==> src/rtl/fpdiv_pkg.sv <==
// fpdiv_pkg -- shared types and binary32 helpers for the fpdiv issue sequencer.
// Revision: 1.0
`default_nettype none

package fpdiv_pkg;

  localparam int FP32_W     = 32;
  localparam int FP32_EXP_W = 8;
  localparam int FP32_MAN_W = 23;

  localparam logic [FP32_W-1:0] FP32_MAG_MASK = {1'b0, {(FP32_W-1){1'b1}}};
  localparam logic [FP32_W-1:0] FP32_INF_MAG  = {1'b0, {FP32_EXP_W{1'b1}}, {FP32_MAN_W{1'b0}}};

  typedef enum logic [1:0] {
    IDLE  = 2'd0,
    START = 2'd1,
    WAIT  = 2'd2
  } state_t;

  function automatic logic fp32_is_zero(input logic [FP32_W-1:0] x);
    return (x & FP32_MAG_MASK) == '0;
  endfunction

  // Any magnitude above +inf has an all-ones exponent and a non-zero mantissa.
  function automatic logic fp32_is_nan(input logic [FP32_W-1:0] x);
    return (x & FP32_MAG_MASK) > FP32_INF_MAG;
  endfunction

endpackage

`default_nettype wire

==> src/rtl/fpdiv_issue_fifo.sv <==
// fpdiv_issue_fifo -- registered synchronous request FIFO with wrap-bit pointers.
// Revision: 1.0
`default_nettype none

module fpdiv_issue_fifo #(
  parameter int DEPTH = 4,
  parameter int WIDTH = 66
) (
  input  logic             clk,
  input  logic             reset,
  input  logic             push,
  input  logic [WIDTH-1:0] push_data,
  input  logic             pop,
  output logic [WIDTH-1:0] pop_data,
  output logic             full,
  output logic             empty
);

  localparam int AW = $clog2(DEPTH);

  logic [AW:0]      wr_ptr;
  logic [AW:0]      rd_ptr;
  logic [WIDTH-1:0] mem [DEPTH];
  logic             do_push;
  logic             do_pop;

  assign do_push  = push && !full;
  assign do_pop   = pop && !empty;
  assign empty    = (wr_ptr == rd_ptr);
  assign full     = (wr_ptr[AW] != rd_ptr[AW]) && (wr_ptr[AW-1:0] == rd_ptr[AW-1:0]);
  assign pop_data = mem[rd_ptr[AW-1:0]];

  always_ff @(posedge clk) begin
    if (!reset) begin
      wr_ptr <= '0;
      rd_ptr <= '0;
    end else begin
      if (do_push) wr_ptr <= wr_ptr + (AW+1)'(1);
      if (do_pop)  rd_ptr <= rd_ptr + (AW+1)'(1);
    end
  end

  always_ff @(posedge clk) begin
    if (do_push && reset) mem[wr_ptr[AW-1:0]] <= push_data;
  end

endmodule

`default_nettype wire

==> src/rtl/fpdiv_issue.sv <==
// fpdiv_issue -- request FIFO + one-at-a-time issue sequencer for the fpdiv core.
// Optional: FPDIV_ISSUE_ZERO_BYPASS_EN answers +-0 / finite-or-inf divisions locally. Revision: 1.0
`default_nettype none

module fpdiv_issue
  import fpdiv_pkg::*;
#(
  parameter int DEPTH = 4,
  parameter int CNT_W = 16
) (
  input  logic             clk,
  input  logic             reset,
  input  logic             req_valid,
  output logic             req_ready,
  input  logic [31:0]      req_n,
  input  logic [31:0]      req_d,
  input  logic [1:0]       req_rm,
  output logic             rsp_valid,
  input  logic             rsp_ready,
  output logic [31:0]      rsp_q,
  output logic             div_start,
  output logic [31:0]      div_n,
  output logic [31:0]      div_d,
  output logic [1:0]       div_rm,
  input  logic             div_done,
  input  logic [31:0]      div_q,
  output logic             busy,
  output logic [CNT_W-1:0] done_cnt
);

  localparam int ENTRY_W = 2*FP32_W + 2;

  state_t               state;
  logic                 ready_en;
  logic                 fifo_full;
  logic                 fifo_empty;
  logic [ENTRY_W-1:0]   head;
  logic [FP32_W-1:0]    head_n;
  logic [FP32_W-1:0]    head_d;
  logic [1:0]           head_rm;
  logic                 slot_free;
  logic                 pop_go;
  logic                 bypass_hit;
  logic                 load_core;
  logic                 load_any;
  logic [FP32_W-1:0]    load_val;

  fpdiv_issue_fifo #(
    .DEPTH (DEPTH),
    .WIDTH (ENTRY_W)
  ) u_fifo (
    .clk       (clk),
    .reset     (reset),
    .push      (req_valid && req_ready),
    .push_data ({req_n, req_d, req_rm}),
    .pop       (pop_go),
    .pop_data  (head),
    .full      (fifo_full),
    .empty     (fifo_empty)
  );

  assign head_n  = head[ENTRY_W-1 -: FP32_W];
  assign head_d  = head[FP32_W+1 -: FP32_W];
  assign head_rm = head[1:0];

  // ready_en keeps req_ready low through reset and for as long as reset is held.
  assign req_ready = ready_en && !fifo_full;
  assign busy      = (state != IDLE) || !fifo_empty;
  assign slot_free = !rsp_valid || rsp_ready;
  assign pop_go    = (state == IDLE) && !fifo_empty && slot_free;

`ifdef FPDIV_ISSUE_ZERO_BYPASS_EN
  assign bypass_hit = fp32_is_zero(head_n) && !fp32_is_zero(head_d) && !fp32_is_nan(head_d);
`else
  assign bypass_hit = 1'b0;
`endif

  assign load_core = (state == WAIT) && div_done;
  assign load_any  = load_core || (pop_go && bypass_hit);
  assign load_val  = load_core ? div_q : {head_n[FP32_W-1] ^ head_d[FP32_W-1], {(FP32_W-1){1'b0}}};

  always_ff @(posedge clk) begin
    if (!reset) begin
      state     <= IDLE;
      ready_en  <= 1'b0;
      div_start <= 1'b0;
      div_n     <= '0;
      div_d     <= '0;
      div_rm    <= '0;
      rsp_valid <= 1'b0;
      rsp_q     <= '0;
      done_cnt  <= '0;
    end else begin
      ready_en  <= 1'b1;
      div_start <= 1'b0;
      case (state)
        IDLE: begin
          if (pop_go && !bypass_hit) begin
            div_n     <= head_n;
            div_d     <= head_d;
            div_rm    <= head_rm;
            div_start <= 1'b1;
            state     <= START;
          end
        end
        START:   state <= WAIT;
        WAIT:    if (div_done) state <= IDLE;
        default: state <= IDLE;
      endcase

      // A new result may overwrite a response being accepted this same cycle.
      if (load_any) begin
        rsp_q     <= load_val;
        rsp_valid <= 1'b1;
        done_cnt  <= done_cnt + CNT_W'(1);
      end else if (rsp_valid && rsp_ready) begin
        rsp_valid <= 1'b0;
      end
    end
  end

endmodule

`default_nettype wire
==> config.mk <==
export PLATFORM = sky130hd
export DESIGN_NAME = fpdiv_issue
export DESIGN_NICKNAME = d
export VERILOG_FILES = /design/src/rtl/fpdiv_pkg.sv /design/src/rtl/fpdiv_issue_fifo.sv /design/src/rtl/fpdiv_issue.sv
export SDC_FILE = /design/constraint.sdc
export NUM_CORES = 1
export LEC_CHECK = 0
export CORE_MARGIN = 5
export CORE_UTILIZATION = 58
export DETAILED_ROUTE_END_ITERATION = 7
export GPL_TIMING_DRIVEN = 0
export PLACE_DENSITY_LB_ADDON = 0.25
export SLEW_MARGIN = 0
export SYNTH_ARGS = -nofsm -noshare
export SYNTH_HDL_FRONTEND = slang
export SYNTH_SLANG_ARGS = --single-unit
==> constraint.sdc <==
create_clock -name clk -period 5.5 [get_ports clk]
set_input_delay 1.1 -clock clk [delete_from_list [all_inputs] [get_ports clk]]
set_output_delay 1.1 -clock clk [all_outputs]
set_load 0.1 [all_outputs]
==> run summary <==
Vias/cell: 5.65
post_cts resized: 0
Yosys cell types: 37
max_slew headroom: 0.264
Initial Util: 0.588
Post-DRT Antenna Nets: 0
Ports: 221
crit-path cells: clkdlybuf4s50_1, clkbuf_1, clkbuf_1, clkbuf_1, and3_4, buf_12
synth warn: 0
row cnt: 57
number of global-route vias before repair: 9,028
hold_buf cts: 0
Seq cells post-synth: 389
Placeable Area: 24,200 um2
Setup Viol. Count Final: 0
top cell type's share of synthesized area: 0.556
# fillers: 1,504
cell taking the most area after synthesis: edfxtp_1
Top cell by count, worst path: clkbuf_1
Multi-input gate area: 3530 um2
Final Wtd Congestion: 0.887
worst skew pair latency: 0.52 ns
TritonCTS Buffers: 38
first-pass GRT wire length: 50,800 um
Die H: 167 um
CTS tree: yes
post-CTS setup buffers: 0
pre-CTS setup slack: 0.989 ns
power after layout: 9.49 mW
min cycle time layout: 3.92 ns
Pwr Density: 521 nW/um2
number of synthesized flops with an enable pin: 264
Final Max Slew Viols: 0
initial antenna violation count: 3
# DRC: 0
layout cell share with drive strength beyond 1: 0.132
synthesized cell area: 14,300 um2
overall routed net length: 32,500 um
Die Wd: 167 um
register area: 10,400 um2
slowest stage cell on the critical path: and3_4
syn_area_per_cell: 15.5 um2
Final nets: 1,293
most common library cells after synthesis: edfxtp_1 (264), nand2_1 (141), dfxtp_1 (125)
Leakage: 5.99 nW
# diodes: 0
Clock Tree Buf Depth: 3
CP Launch Type: input pin
ys async rst share: 0
ranking of synthesized cells by area: edfxtp_1 (56%), dfxtp_1 (18%), mux4_2 (10%)
WL per Instance: 21.2 um
vias: 8,690
syn nets: 1,029
Max Cap Viol: 0
Syn Inst Count: 920
final setup margin: 1.58 ns
top_reg_cell synth: edfxtp_1
nature of the critical path endpoint: flip-flop
Final HPWL DP: 21,400 um
Least-Margin Pin Slew: 1.10 ns
worst endpoint data arrival time: 4.12 ns
sequential cell area fraction in the yosys report: 0.731
Pre-Repair DR Iteration Count: 5
Min-Delay Path Class: reg -> reg
Fin. Hold Viols: 0
starting DRC count in detailed routing: 637
die area: 27,800 um2
FMAX: 255 MHz
unrepaired setup endpoints after global routing: false
htree depth: 2
clock root buffer: clkbuf_16
area grow syn2layout: 27.8%
IO Port Bufs: 220
CTS clk-pin slew, worst paths: 0.06 ns
Congestion Overflow GR: 0
Req. time, crit path: 5.70 ns
CP peak stage delay: 0.67 ns
outcome: complete, no violations
CTS Sinks: 389
period utilisation layout: 0.713
Max Clock Skew: 0.0134 ns
critical path fanouts, max: 34
Max VDD drop: 0.000401 V
pin count of the biggest net entering global routing: 36
top-count cell post-synth: edfxtp_1
critical path class: in -> reg
GRT Total Usage: 0.233
==> cell usage in the layout (no fill, tap or decap), types with 39 or more instances in the layout <==
cell / n
o21ai_0: 67
clkdlybuf4s50_1: 220
clkbuf_1: 42
dfxtp_1: 125
a21oi_1: 39
clkbuf_16: 39
mux4_2: 66
edfxtp_1: 264
nand3_1: 71
nand2_1: 141
==> per-layer routing <==
layer	up-vias	share of wire	global-route usage
met1	4274	0.38	0.291
met2	353	0.52	0.411
met4	6	0.025	0.0726
met3	66	0.071	0.0524
li1	3991	-	-
met5	-	0.0010	0
==> flip-flops by register name, indices dropped and copies added (netlist names) <==
name,cells
u_fifo.mem,264
done_cnt,16
rsp_valid,1
div_d,32
u_fifo.rd_ptr,3
div_rm,2
rsp_q,32
div_start,1
ready_en,1
state,2
u_fifo.wr_ptr,3
div_n,32
==> power breakdown <==
group / switching [mW] / internal (mW) / leakage (nW)
Clock: 1.02 / 1.55 / 0.619
Sequential: 0.160 / 3.39 / 3.40
Combinational: 2.47 / 0.890 / 1.97
==> cell families (layout without fill, tap and decap cells) <==
| family | after synthesis | after routing | share of synthesized area |
|---|---|---|---|
| simple gates | 260 | 260 | 0.0807 |
| mux | 68 | 68 | 0.106 |
| fa+ha+maj | 6 | 6 | 0.00526 |
| xor+xnor | 17 | 17 | 0.0115 |
| flops | 389 | 389 | 0.731 |
| buf+inv | 65 | 358 | 0.0224 |
| compound gates | 115 | 115 | 0.0432 |
==> path summary, 6_finish.rpt <==
kind | from | end | slack [ns] | cells past startpoint
max reg2reg | u_fifo.rd_ptr[0] | u_fifo.mem[0][12] | 3.08 | 6
min | rsp_q[5] | rsp_q[5] | 0.46 | 2
max | reset | u_fifo.mem[2][18] | 1.58 | 6
min reg2reg | rsp_q[5] | rsp_q[5] | 0.46 | 2
==> critical path: cells and delay by family <==
family | cells | cell delay (ns)
buffers and inverters | 5 | 2.32
and+or+nand+nor | 1 | 0.67
==> cell type report <==
cell class,count,share of cell area
multi-input cells,466,0.194
clock buffers,57,0.0616
plain buffers,61,0.0167
inverters,4,0.000824
clock inverters,12,0.00735
repair buffers,224,0.125
well taps,324,0.0222
flip-flops and latches,389,0.572
==> stage by stage <==
step | utilization | hold slack, ns | cell area [um2] | std cells | TNS (ns)
floorplan | - | 0.495 | 14300 | 920 | 0
global placement | 0.696 | 0.443 | 16900 | 1464 | -239.08
detailed placement | 0.700 | 0.448 | 17000 | 1468 | 0
CTS | 0.752 | 0.456 | 18200 | 1537 | 0
global route | 0.752 | 0.470 | 18200 | 1537 | 0
finish | 0.752 | 0.456 | 18200 | 1537 | 0
Power figures use the tool's default switching activity.
